File: config.mk
export PLATFORM = sky130hd
export DESIGN_NAME = ram4k_arbiter
export DESIGN_NICKNAME = d
export VERILOG_FILES = /design/src/rtl/ram4k_arb_pkg.sv /design/src/rtl/rr_pick2.sv /design/src/rtl/ram4k_arbiter.sv
export SDC_FILE = /design/constraint.sdc
export NUM_CORES = 1
export LEC_CHECK = 0
export BUFFER_PORTS_ARGS = -buffer_cell sky130_fd_sc_hd__buf_2
export CORE_AREA = 5 5 93 95
export CTS_BUF_LIST = sky130_fd_sc_hd__clkbuf_4 sky130_fd_sc_hd__clkbuf_8
export CTS_CLUSTER_DIAMETER = 200
export DETAILED_ROUTE_END_ITERATION = 8
export DIE_AREA = 0 0 98 100
export HOLD_SLACK_MARGIN = 0.12
export PLACE_DENSITY_LB_ADDON = 0.3
export SLEW_MARGIN = 40
export SYNTH_ARGS = -nofsm -noshare
export SYNTH_HDL_FRONTEND = slang
export SYNTH_SLANG_ARGS = --single-unit
export TNS_END_PERCENT = 100
File: constraint.sdc
create_clock -name clk -period 3.2 [get_ports clk]
set_clock_uncertainty 0.05 [all_clocks]
set_input_delay 0.96 -clock clk [delete_from_list [all_inputs] [get_ports clk]]
set_output_delay 0.96 -clock clk [all_outputs]
set_load 0.05 [all_outputs]
File: src/rtl/ram4k_arb_pkg.sv
// rtl/ram4k_arb_pkg.sv - shared constants for the ram4k two-port arbiter
package ram4k_arb_pkg;

  localparam int ADDR_W_DEFAULT = 12;
  localparam int DATA_W_DEFAULT = 16;

  localparam logic [1:0] IDLE   = 2'd0;
  localparam logic [1:0] ACCESS = 2'd1;
  localparam logic [1:0] ACK    = 2'd2;

  localparam logic PORT_A = 1'b0;
  localparam logic PORT_B = 1'b1;

endpackage

File: src/rtl/rr_pick2.sv
// rtl/rr_pick2.sv - combinational 2-way picker, round-robin on ties
// RAM4K_ARB_FIXED_PRIO_EN selects fixed priority (A always beats B).
module rr_pick2
  import ram4k_arb_pkg::*;
(
  input  logic [1:0] req,
  input  logic       last,
  output logic       grant
);

`ifdef RAM4K_ARB_FIXED_PRIO_EN
  logic unused_last;
  assign unused_last = last;
  assign grant = req[PORT_A] ? PORT_A : PORT_B;
`else
  always_comb begin
    grant = PORT_A;
    if (req[PORT_A] && req[PORT_B]) begin
      grant = ~last;
    end else if (req[PORT_B]) begin
      grant = PORT_B;
    end
  end
`endif

endmodule

File: src/rtl/ram4k_arbiter.sv
// rtl/ram4k_arbiter.sv - shares one ram4k between ports A and B, one word per transaction
// RAM4K_ARB_FIXED_PRIO_EN removes the round-robin pointer (A has fixed priority).
module ram4k_arbiter
  import ram4k_arb_pkg::*;
#(
  parameter int ADDR_W = ADDR_W_DEFAULT,
  parameter int DATA_W = DATA_W_DEFAULT
) (
  input  logic              clk,
  input  logic              reset,
  input  logic              a_req,
  input  logic              a_we,
  input  logic [ADDR_W-1:0] a_addr,
  input  logic [DATA_W-1:0] a_wdata,
  output logic              a_ack,
  output logic [DATA_W-1:0] a_rdata,
  input  logic              b_req,
  input  logic              b_we,
  input  logic [ADDR_W-1:0] b_addr,
  input  logic [DATA_W-1:0] b_wdata,
  output logic              b_ack,
  output logic [DATA_W-1:0] b_rdata,
  output logic [DATA_W-1:0] ram_in,
  output logic [ADDR_W-1:0] ram_address,
  output logic              ram_load,
  input  logic [DATA_W-1:0] ram_out,
  output logic              busy
);

  logic [1:0] state;
  logic       win;
  logic       last;
  logic       grant;

  rr_pick2 u_pick (
    .req   ({b_req, a_req}),
    .last  (last),
    .grant (grant)
  );

`ifdef RAM4K_ARB_FIXED_PRIO_EN
  assign last = PORT_B;
`else
  // Reset to "B granted last" so A wins the first tie.
  always_ff @(posedge clk or posedge reset) begin
    if (reset) begin
      last <= PORT_B;
    end else if (state == ACK) begin
      last <= win;
    end
  end
`endif

  // The RAM pins double as the latched transaction: they hold between accesses.
  always_ff @(posedge clk or posedge reset) begin
    if (reset) begin
      state       <= IDLE;
      win         <= PORT_A;
      a_ack       <= 1'b0;
      b_ack       <= 1'b0;
      a_rdata     <= '0;
      b_rdata     <= '0;
      ram_load    <= 1'b0;
      ram_address <= '0;
      ram_in      <= '0;
      busy        <= 1'b0;
    end else begin
      a_ack    <= 1'b0;
      b_ack    <= 1'b0;
      ram_load <= 1'b0;
      case (state)
        IDLE: begin
          if (a_req || b_req) begin
            win         <= grant;
            ram_address <= (grant == PORT_B) ? b_addr  : a_addr;
            ram_in      <= (grant == PORT_B) ? b_wdata : a_wdata;
            ram_load    <= (grant == PORT_B) ? b_we    : a_we;
            busy        <= 1'b1;
            state       <= ACCESS;
          end
        end
        ACCESS: begin
          // ram_out is sampled on the same edge that commits a write: pre-write data.
          if (win == PORT_B) begin
            b_rdata <= ram_out;
            b_ack   <= 1'b1;
          end else begin
            a_rdata <= ram_out;
            a_ack   <= 1'b1;
          end
          state <= ACK;
        end
        ACK: begin
          busy  <= 1'b0;
          state <= IDLE;
        end
        default: begin
          busy  <= 1'b0;
          state <= IDLE;
        end
      endcase
    end
  end

endmodule

==> Word level (Yosys, flattened, before mapping) <==
Cells that the tools add are included.
{ "word_totals": {"ff_bits": 68, "input_bits": 78, "output_inout_bits": 64, "wordCells": 39} }
{ "classes": {"eq_ne": 3, "n_mux": 15, "n_bitwise": 3, "n_reduce_logical": 7} }
{ "ops": {"columns": ["op", "count"], "rows": [
  ["two-way mux 16 bit", 1],
  ["two-way mux 12 bit", 1],
  ["two-way mux 1 bit", 10],
  ["AND reduction 2 bit", 4],
  ["case mux 2 bit (2 select lines)", 1],
  ["NOT 1 bit", 3],
  ["equality test 2 x 1 -> 1 bit (second input constant)", 1],
  ["equality test 2 bit (second input constant)", 1],
  ["zero test 2 bit", 1],
  ["two-way mux 2 bit", 1],
  ["inequality test 2 bit (second input constant)", 1],
  ["case mux 1 bit (2 select lines)", 1],
  ["logical AND 1 bit", 1],
  ["logical OR 1 bit", 1]
]} }

==> Depth between registers and ports, before layout <==
Gate-level depths: netlist of run 1.
{ "depth": {"depth_word": 5, "depth_mapped": 5, "mapped_depth_nobuf": 3} }

==> Hierarchy <==
Synthesis of run 1 repeated with hierarchy kept, for this count alone.
{ "hier_totals": {"hier_cells": 181, "area_unflattened_um2": 2864.0} }
{ "modules_own_cells": {"columns": ["mod", "instances", "cells_each", "area_each_um2", "seq_area_each_um2"], "rows": [
  ["ram4k_arbiter", 1, 180, 2852.7, 1702.9],
  ["rr_pick2", 1, 1, 11.3, 0.0]
]} }

==> Least setup slack after synthesis of run 1 <==
OpenSTA, ideal clock, no wires.
{ "synth_timing": {"path_kind": "input-to-reg", "start": "input port b_req", "end": "register ram_address[11]", "setup_ns": 0.125, "arrival_ns": 1.865, "required_time_ns": 3.025, "setup_slack_ns": 1.160, "stages": 4, "path_buffers": 1, "cell_sequence": "a21bo_4 buf_6 mux2_4 mux2_2"} }
{ "synth_between": {"elab_chain_len": 3, "elab_cells_between_ends": 6, "classes_between": "3 x mux; 3 x reduce/logical"} }
{ "synth_rtl": {"columns": ["item", "line", "text"], "rows": [
  ["from (decl)", "ram4k_arbiter.sv:17", "input logic b_req,"],
  ["two-way mux 1 bit or logical AND 1 bit (tied branches)", "rr_pick2.sv:20, rr_pick2.sv:18", null],
  ["two-way mux 1 bit", "rr_pick2.sv:18", "if (req[PORT_A] && req[PORT_B]) begin"],
  ["two-way mux 12 bit", "ram4k_arbiter.sv:75", "ram_address <= (grant == PORT_B) ? b_addr : a_addr;"],
  ["to (signal assigned)", "ram4k_arbiter.sv:75", null],
  ["to (decl)", "ram4k_arbiter.sv:24", "output logic [ADDR_W-1:0] ram_address,"]
]} }
Several ways; a longest one is shown, not always the timed one.
A chain may end at the register's enable or synchronous reset.

==> Worst setup path in the final report of run 1 <==
{ "layout_timing": {"start": "input port b_req", "end": "register ram_in[13]"} }
{ "layout_between": {"elab_chain_len": 3, "elab_cells_between_ends": 6, "classes_between": "3 x mux; 3 x reduce/logical"} }
{ "layout_rtl": {"columns": ["item", "line", "text"], "rows": [
  ["two-way mux 1 bit or logical AND 1 bit (tied branches)", "rr_pick2.sv:20, rr_pick2.sv:18", null],
  ["two-way mux 1 bit", "rr_pick2.sv:18", null],
  ["two-way mux 16 bit", "ram4k_arbiter.sv:76", "ram_in <= (grant == PORT_B) ? b_wdata : a_wdata;"],
  ["to (signal assigned)", "ram4k_arbiter.sv:76", null],
  ["to (decl)", "ram4k_arbiter.sv:23", "output logic [DATA_W-1:0] ram_in,"]
]} }
Several ways; a longest one is shown, not always the timed one.

==> results of run 1 <==
metrics by stage:
| stage | std cells | util, % |
|---|---|---|
| 3_5_place_dp | 418 | 50.87 |
| 5_1_grt | 434 | 53.81 |
| 6_report | 434 | 53.81 |
| 4_1_cts | 434 | 53.81 |
| 3_3_place_gp | 418 | 50.85 |
| 2_1_floorplan | 181 | - |
critical path: cells and delay by family:
kind	cells	cell delay, ps
muxes	2	600
AOI/OAI and AO/OA	1	590
buffers and inverters	1	110
routing by layer:
metal | global-route usage [%] | vias up
met1 | 16.89 | 966
met5 | 0 | -
met4 | 3.514 | 0
met3 | 6.254 | 4
li1 | - | 934
met2 | 21.73 | 101
cell families (layout without fill, tap and decap cells):
kind of cell    count (synthesis)  after routing  share of synthesized area [%]
flops                          68             68                          54.97
mux                            90             90                          39.18
buf+inv                        13            164                          3.190
simple gates                    6              6                          1.495
compound gates                  4              4                          1.171
cell usage in the layout (no fill, tap or decap), drive strengths merged:
cell type,Yosys,layout
mux2i,2,2
clkbuf,0,10
a21bo,1,1
nor3,1,1
nor2,1,1
and2,1,1
clkinv,0,4
nand2,1,1
a21o,1,1
bufinv,0,2
mux2,88,88
nor2b,2,2
buf,9,144
dfrtp,67,67
o21ai,1,1
o31ai,1,1
dfstp,1,1
inv,4,4
cell usage after synthesis, drive strengths merged:
master | count | area (um^2)
o21ai | 1 | 5.000
dfrtp | 67 | 1677
mux2i | 2 | 20.02
inv | 4 | 15.01
nor2 | 1 | 3.750
buf | 9 | 83.82
and2 | 1 | 6.260
a21bo | 1 | 16.27
nand2 | 1 | 6.260
a21o | 1 | 7.510
o31ai | 1 | 7.510
mux2 | 88 | 1194
nor3 | 1 | 10.01
nor2b | 2 | 20.02
dfstp | 1 | 26.28
final cells by class:
cell class / instances / area (um^2) / share of cell area [%]
flip-flops and latches: 68 / 1703 / 41.38
well taps: 102 / 127.6 / 3.101
inverters: 4 / 15.01 / 0.3649
clock buffers: 10 / 137.6 / 3.344
clock inverters: 6 / 87.58 / 2.128
repair buffers: 144 / 740.7 / 18.00
multi-input cells: 100 / 1304 / 31.68
state kept, by name, summed over array words and instances (netlist names):
| signal | count |
|---|---|
| a_ack | 1 |
| a_rdata | 16 |
| b_ack | 1 |
| b_rdata | 16 |
| busy | 1 |
| last | 1 |
| ram_address | 12 |
| ram_in | 16 |
| ram_load | 1 |
| state | 2 |
| win | 1 |
worst max path at each step:
stage               startpoint              to  cells past startpoint
floorplan                reset           a_ack                      1
global placement         b_req      ram_in[14]                      4
detailed placement       b_req  ram_address[6]                      4
CTS                      b_req  ram_address[6]                      4
global route             b_req       ram_in[2]                      4
finish                   b_req      ram_in[13]                      4
==> key figures, run 1 <==
Worst setup path
  • CP endpoint kind: flip-flop
  • CP startpoint kind: input pin
  • FF-to-FF setup slack: 1310 ps
  • Critical Path AT: 2270 ps
  • Crit Path Category: input pin to flip-flop
  • Path depth of the worst reg2reg path: 3
  • CP max stage delay: 590 ps
  • Worst r2r dst: ram_in[13]
  • Critical-path cell list: buf_2 > a21bo_4 > mux2_4 > mux2_4
  • Critical Path RT: 3360 ps
  • Slowest CP cell: a21bo_4
  • Crit path max fanout: 30
  • Cell mode on critical path: mux2_4
  • RR Startpoint: last

Finish
  • Area Overhead vs Synth: 32.84%
  • NumNets Final: 405
  • Post-route cell area: 0.004115 mm^2
  • Share of layout cells above drive strength 1: 72.29%
  • N_diodes: 0
  • Filler cells: 685

Yosys
  • Yosys cell types: 20
  • Mapped Cells: 181
  • Yosys warnings: 0
  • Net Count, Synth: 259
  • Syn avg cell area: 17.12 um^2
  • Mapped Area: 0.003098 mm^2
  • Seq cells post-synth: 68
  • Seq/Total Area, Yosys: 54.97%

Drt
  • # DRC: 0
  • Wire per inst: 14.92 um
  • Pre-Repair DR Iteration Count: 4
  • DRT iter0 DRCs: 33
  • Metal1 wirelength: 2.792 mm
  • Routed wl met3: 677 um
  • DR vias: 2,005
  • Final ANT Viol Nets: 0
  • Top layer in use: met4
  • Drt via density: 4.620
  • Total Wirelength: 6.474 mm
  • Metal2 WL: 2.960 mm

Placed design
  • Post-place setup slack: 746.4 ps
  • # port buffers: 141
  • Routability cong.: 0.7635
  • Post-DP HPWL: 4.796 mm
  • Placement Cell Area: 0.003890 mm^2

Timing
  • Final setup vio count: 0
  • Fin. Hold Viols: 0
  • Number of max-slew violations in the final report: 0
  • Slew @ Worst Pin: 647.1 ps
  • Final WS setup: 1089 ps
  • Final Cycle Share: 65.96%
  • Final min period: 2111 ps
  • Max_slew headroom: 56.86%
  • Hold WS: 433.0 ps
  • Max Fclk: 473.8 MHz
  • Post-route setup TNS: 0 ps
  • RSZ-0062 raised after global routing: no

CTS
  • Clock-pin transition on the worst setup and hold timing paths: 80 ps
  • Post-cts sizing count: 0
  • Skew-Pair Late Insertion Delay: 320 ps
  • CTS buffer count: 9
  • Clk buf depth: 2
  • CTS tree: yes
  • # H-tree levels: 3
  • Setup Buffers After CTS: 0
  • # hold bufs at CTS: 0
  • Clock Sinks: 68
  • Root buffer cell: clkbuf_8

Floorplanning
  • Core area: 0.007647 mm^2
  • Die area: 0.009800 mm^2
  • Floorplan row count: 32
  • Initial Utilization: 40.51%
  • Die height: 100 um
  • Die Wd: 98 um
  • Number of I/O pins: 142

Min path
  • Hold Crit Start: a_rdata[3]
  • Hold Crit Class: flip-flop to flip-flop
  • Hold Path Depth: 1
  • Hold EP: a_rdata[3]

Flow run
  • Max_cap viols: 0

Global routing
  • First-pass GRT wire length: 10.64 mm
  • Largest net degree at the start of global routing: 69
  • Antenna violations before repair: 0
  • Vias in the first global route: 2,193
  • Gr ovfl total: 0
  • Total Routing Usage GR: 13.63%

Run status
  • Outcome: finished, final reports clean
Power of run 1 is left out: the tool's default activity adds up to more than one toggle a clock period on the data nets, which glitch-free logic cannot reach.
==> run 2: changes to the inputs <==
==> constraint.sdc (replaced) <==
create_clock -name clk -period 2.08 [get_ports clk]
set_clock_uncertainty 0.05 [all_clocks]
set_input_delay 0.624 -clock clk [delete_from_list [all_inputs] [get_ports clk]]
set_output_delay 0.624 -clock clk [all_outputs]
set_load 0.05 [all_outputs]
==> key figures, run 2 (synthesis results as in run 1) <==
Run status
  • Outcome: finished, final reports clean

Finish
  • Share of layout cells above drive strength 1: 72.24% (about the same)
  • Largest regs: a_rdata (16), b_rdata (16), ram_in (16)
  • Area Overhead vs Synth: 34.37%
  • Most common cell after layout, fill and taps aside: buf_2
  • N_diodes: 0 (unchanged)
  • NumNets Final: 409 (+0.99%)
  • Filler cells: 655 (-4.4%)
  • Commonest cells after routing, fill and taps aside: 141 x buf_2, 67 x dfrtp_1, 54 x mux2_4, 19 x mux2_2, 15 x mux2_1

Timing
  • RSZ-0062 raised after global routing: no
  • Slew @ Worst Pin: 522.1 ps (-125.0 ps)
  • Final setup vio count: 0 (unchanged)
  • Post-route setup TNS: 0 ps (unchanged)
  • Number of max-slew violations in the final report: 0 (unchanged)
  • Final min period: 1645 ps
  • Final Cycle Share: 79.06%
  • Max Fclk: 608.1 MHz
  • Max_slew headroom: 65.12% (+8.3 points)
  • Fin. Hold Viols: 0 (unchanged)

CTS
  • Setup Buffers After CTS: 0 (unchanged)
  • # hold bufs at CTS: 0 (unchanged)
  • # H-tree levels: 3 (unchanged)
  • Clock-pin transition on the worst setup and hold timing paths: 70 ps (about the same)
  • CTS tree: yes
  • Clk buf depth: 2 (unchanged)
  • Root buffer cell: clkbuf_8
  • Skew-Pair Late Insertion Delay: 330 ps (about the same)
  • Clock Sinks: 68 (unchanged)
  • Post-cts sizing count: 0 (unchanged)
  • CTS buffer count: 9 (unchanged)

Drt
  • Total Wirelength: 6.606 mm (+2.0%)
  • DR vias: 1,993 (-0.60%)
  • Pre-Repair DR Iteration Count: 3 (-1)
  • Wire per inst: 15.12 um (+1.3%)
  • Final ANT Viol Nets: 0 (unchanged)
  • DRT iter0 DRCs: 30 (-9.1%)
  • Drt via density: 4.561 (-1.3%)
  • # DRC: 0 (unchanged)

Floorplanning
  • Die height: 100 um (unchanged)
  • Initial Utilization: 40.51% (unchanged)
  • Number of I/O pins: 142 (unchanged)
  • Floorplan row count: 32 (unchanged)
  • Core area: 0.007647 mm^2 (unchanged)
  • Die Wd: 98 um (unchanged)
  • Die area: 0.009800 mm^2 (unchanged)

Global routing
  • Gr ovfl total: 0 (unchanged)
  • Total Routing Usage GR: 14.38% (+0.74 points)
  • First-pass GRT wire length: 11.17 mm (+5.0%)
  • Largest net degree at the start of global routing: 26 (-62%)
  • Vias in the first global route: 2,215 (+1.0%)
  • Antenna violations before repair: 0 (unchanged)

Placed design
  • Post-DP HPWL: 5.063 mm (+5.6%)
  • Routability cong.: 0.7215 (-5.5%)
  • # port buffers: 141 (unchanged)

Worst setup path
  • CP Buf/Inv Count: 1 (unchanged)
  • FF-to-FF setup slack: 440 ps (-870 ps)
  • CP startpoint kind: flip-flop
  • CP endpoint kind: primary output
  • Crit-path leading delay family: flip-flops
  • Critical Path RT: 1410 ps (-1950 ps)
  • RR Startpoint: last
  • Worst r2r dst: ram_in[3]
  • Critical Path AT: 970 ps (-1300 ps)
  • Slowest CP cell: dfrtp_1
  • Crit. path cell count: 1 (-3)
  • Crit path max fanout: 2 (-93%)
  • Crit Path Category: flip-flop to primary output
  • Path depth of the worst reg2reg path: 4 (+1)
  • Critical-path cell list: buf_2
  • Critical path startpoint: ram_in[5]
  • CP max stage delay: 370 ps (-220 ps)
  • Worst Setup EP: ram_in[5]

Flow run
  • Max_cap viols: 0 (unchanged)

Min path
  • Hold Crit Class: input pin to async pin
## run 2: changes by cell type in the layout (fill, tap and decap cells not counted), sizes merged
cell      change
buf           +4
bufinv        -1
clkinv        -1
clkinvlp      +2
inv           -1
## run 2: worst min-delay path by stage
stage | start | to | slack, ps | cells past startpoint
6_report | reset | a_rdata[2] | 280 | 2
3_3_place_gp | busy | busy | 410 | 1
4_1_cts | reset | a_rdata[2] | 290 | 2
5_1_grt | reset | ram_in[2] | 290 | 2
3_5_place_dp | a_rdata[0] | a_rdata[0] | 420 | 1
2_1_floorplan | state[0] | last | 400 | 1
## run 2: layout make-up
class	instances	area, um^2	share of cell area (%)
clock buffers	10	137.6	3.306
clock inverters	5	52.55	1.262
inverters	4	18.77	0.4509
multi-input cells	100	1303	31.29
flip-flops and latches	68	1703	40.91
well taps	102	127.6	3.066
repair buffers	148	820.8	19.72
## run 2: metal layers
metal  up-vias  GRT usage, %  wire length [um]
met5         -             0                 0
met4         0         4.792                44
met3         5         5.629               673
met2        99         21.47              2907
met1       955         19.18              2982
li1        934             -                 -
## run 2: metrics by stage
stage | worst slack, ps | utilization (%) | instance area (um^2) | instances | hold WS, ps
detailed placement | 199.4 | 51.95 | 3973 | 422 | 421.4
finish | 435.5 | 54.43 | 4163 | 437 | 283.6
global route | 364.2 | 54.43 | 4163 | 437 | 292.9
global placement | 219.7 | 51.95 | 3973 | 422 | 411.2
floorplan | 376.0 | - | 3102 | 181 | 404.1
CTS | 410.7 | 54.43 | 4163 | 437 | 290.2
Power of run 2 is left out for the same reason.
==> run 3: changes to the inputs <==
==> constraint.sdc (replaced) <==
create_clock -name clk -period 1.45 [get_ports clk]
set_clock_uncertainty 0.05 [all_clocks]
set_input_delay 0.435 -clock clk [delete_from_list [all_inputs] [get_ports clk]]
set_output_delay 0.435 -clock clk [all_outputs]
set_load 0.05 [all_outputs]
==> key figures, run 3 (synthesis results as in run 1) <==
Run status
  • Outcome: complete, but fails checks
  • Failing checks: negative setup slack

Finish
  • NumNets Final: 427 (+4.4%)
  • Commonest cells after routing, fill and taps aside: 80 x mux2_4, 80 x buf_2, 66 x dfrtp_1, 52 x buf_4
  • N_diodes: 0 (unchanged)
  • Post-route cell area: 0.004735 mm^2 (+14%)
  • Non-filler cells, final: 456 (+4.3%)
  • Largest regs: a_rdata (16), b_rdata (16), ram_in (16)
  • Area Overhead vs Synth: 52.83%
  • Share of layout cells above drive strength 1: 77.68% (+5.4 points)

CTS
  • # H-tree levels: 3 (unchanged)
  • CTS buffer count: 9 (unchanged)
  • Clock-pin transition on the worst setup and hold timing paths: 70 ps (about the same)
  • CTS tree: yes
  • Clock Sinks: 68 (unchanged)
  • Root buffer cell: clkbuf_8
  • Clk buf depth: 2 (unchanged)
  • Skew-Pair Late Insertion Delay: 330 ps (about the same)

Min path
  • Hold Crit Class: input pin to flip-flop

Floorplanning
  • Die area: 0.009800 mm^2 (unchanged)
  • Floorplan row count: 32 (unchanged)
  • Core area: 0.007647 mm^2 (unchanged)
  • Initial Utilization: 40.51% (unchanged)
  • Die height: 100 um (unchanged)
  • Die Wd: 98 um (unchanged)
  • Number of I/O pins: 142 (unchanged)

Timing
  • Number of max-slew violations in the final report: 0 (unchanged)
  • Final min period: 1595 ps
  • Post-route setup TNS: -3486 ps (-3486 ps)
  • Max Fclk: 626.9 MHz
  • Max_slew headroom: 73.28% (+8.2 points)
  • Final Cycle Share: 110.0%
  • Slew @ Worst Pin: 400.0 ps (-122.1 ps)
  • Final setup vio count: 29 (+29)
  • Fin. Hold Viols: 0 (unchanged)
  • Final WS setup: -145.2 ps (-580.7 ps)
  • RSZ-0062 raised after global routing: yes

Power
  • Combinational Power Share: 62.2%
  • Sequential Power Share: 26.6%
  • Clk pwr share: 11.3%
  • Switching power: 6.025 mW
  • Leakage: 2.459 nW
  • Sw Ratio: 45.36%
  • Worst-case vdd ir drop: 1.232 mV
  • Internal power: 7.258 mW
  • PwrDens: 2806 mW/mm^2

Drt
  • # DRC: 0 (unchanged)
  • Pre-Repair DR Iteration Count: 4 (+1)
  • Total Wirelength: 7.492 mm (+13%)
  • Final ANT Viol Nets: 0 (unchanged)
  • Wire per inst: 16.43 um (+8.7%)
  • DR vias: 2,130 (+6.9%)
  • Drt via density: 4.671 (+2.4%)
  • DRT iter0 DRCs: 31 (+3.3%)

Placed design
  • Placement Cell Area: 0.004003 mm^2 (+0.76%)
  • Routability cong.: 0.7329 (+1.6%)
  • Placed cells: 426 (+0.95%)
  • # port buffers: 141 (unchanged)
  • Post-DP HPWL: 5.109 mm (+0.92%)

Worst setup path
  • CP startpoint kind: flip-flop
  • Crit Path Category: flip-flop to flip-flop
  • Critical Path RT: 1620 ps (+210 ps)
  • CP endpoint kind: flip-flop
  • Worst r2r dst: ram_address[3]
  • Path depth of the worst reg2reg path: 4 (unchanged)
  • RR Startpoint: last
  • Crit path max fanout: 5 (+3)
  • Critical path startpoint: last
  • Worst Setup EP: ram_address[3]
  • FF-to-FF setup slack: -150 ps (-580 ps)
  • Critical Path AT: 1770 ps (+800 ps)

Global routing
  • Antenna violations before repair: 0 (unchanged)
  • Vias in the first global route: 2,310 (+4.3%)
  • First-pass GRT wire length: 11.02 mm (-1.4%)
  • Largest net degree at the start of global routing: 25 (-3.8%)
  • Gr ovfl total: 0 (unchanged)
  • Total Routing Usage GR: 14.25% (-0.13 points)

Flow run
  • Max_cap viols: 0 (unchanged)
run 3: cell count changes in the layout (fill, tap and decap cells not counted), moves of 2 or more:
cell       before  now
clkbuf_4        0   11
clkbuf_16       0    4
buf_12          5    7
mux2_4         54   80
mux2_1         15    2
buf_2         141   80
buf_4           2   52
buf_6           0   11
mux2_2         19    6
run 3: routing by layer:
layer / GRT usage, % / share of wire (%) / vias up
li1: - / - / 976
met1: 17.84 / 42 / 1036
met2: 22.72 / 48 / 108
met3: 4.656 / 8.6 / 10
met4: 6.070 / 1.4 / 0
met5: 0 / 0 / -
run 3: worst max-delay path, stage by stage, from the launching register on:
cell and delay (ps):
dfstp_2 560, a21bo_4 170, clkbuf_16 160, mux2_4 290
mux2_4 260
run 3: per-stage QoR:
step / utilization, % / power [mW] / worst slack, ps / hold WS (ps)
after global routing: 61.91 / 13.87 / -168.7 / 276.3
after floorplan: - / 8.686 / -79.66 / 404.1
final: 61.91 / 13.28 / -145.2 / 291.9
after CTS: 58.10 / 12.49 / -135.2 / 255.8
after global placement: 52.34 / 10.21 / -446.1 / 407.2
after detailed placement: 52.34 / 10.33 / -470.4 / 405.7
run 3: worst min-delay path by stage:
| stage | startpoint | endpoint | cells after the start |
|---|---|---|---|
| floorplan | state[0] | last | 1 |
| detailed placement | reset | a_rdata[14] | 2 |
| global route | ram_out[2] | b_rdata[2] | 2 |
| CTS | ram_out[2] | b_rdata[2] | 2 |
| global placement | reset | a_rdata[14] | 2 |
| finish | ram_out[8] | a_rdata[8] | 2 |
run 3: layout make-up:
class	count	area, um^2
Fill cell	592	2913
Sequential cell	68	1704
Multi-Input combinational cell	101	1433
Timing Repair Buffer	165	1260
Clock buffer	11	138.9
Tap cell	102	127.6
Clock inverter	5	52.55
Inverter	4	18.77
run 3: power by group through the flow:
stage,clock (mW),sequential (mW),combinational [mW]
2_1_floorplan,0,6.57,2.11
3_3_place_gp,0,3.39,6.81
3_5_place_dp,0,3.41,6.91
4_1_cts,1.54,3.45,7.50
5_1_grt,1.63,3.66,8.58
6_report,1.50,3.53,8.26
run 3: repair_timing:
action | in CTS | in global routing
hold buffers | 1 | 0
buffers inserted | 6 | 1
endpoints found under the hold margin | 12 | 0
pin swaps | 1 | 0
cloned | 2 | 4
gates resized for setup | 51 | 61
setup endpoints to repair | 90 | 80
(Power assumes the default switching activity.)
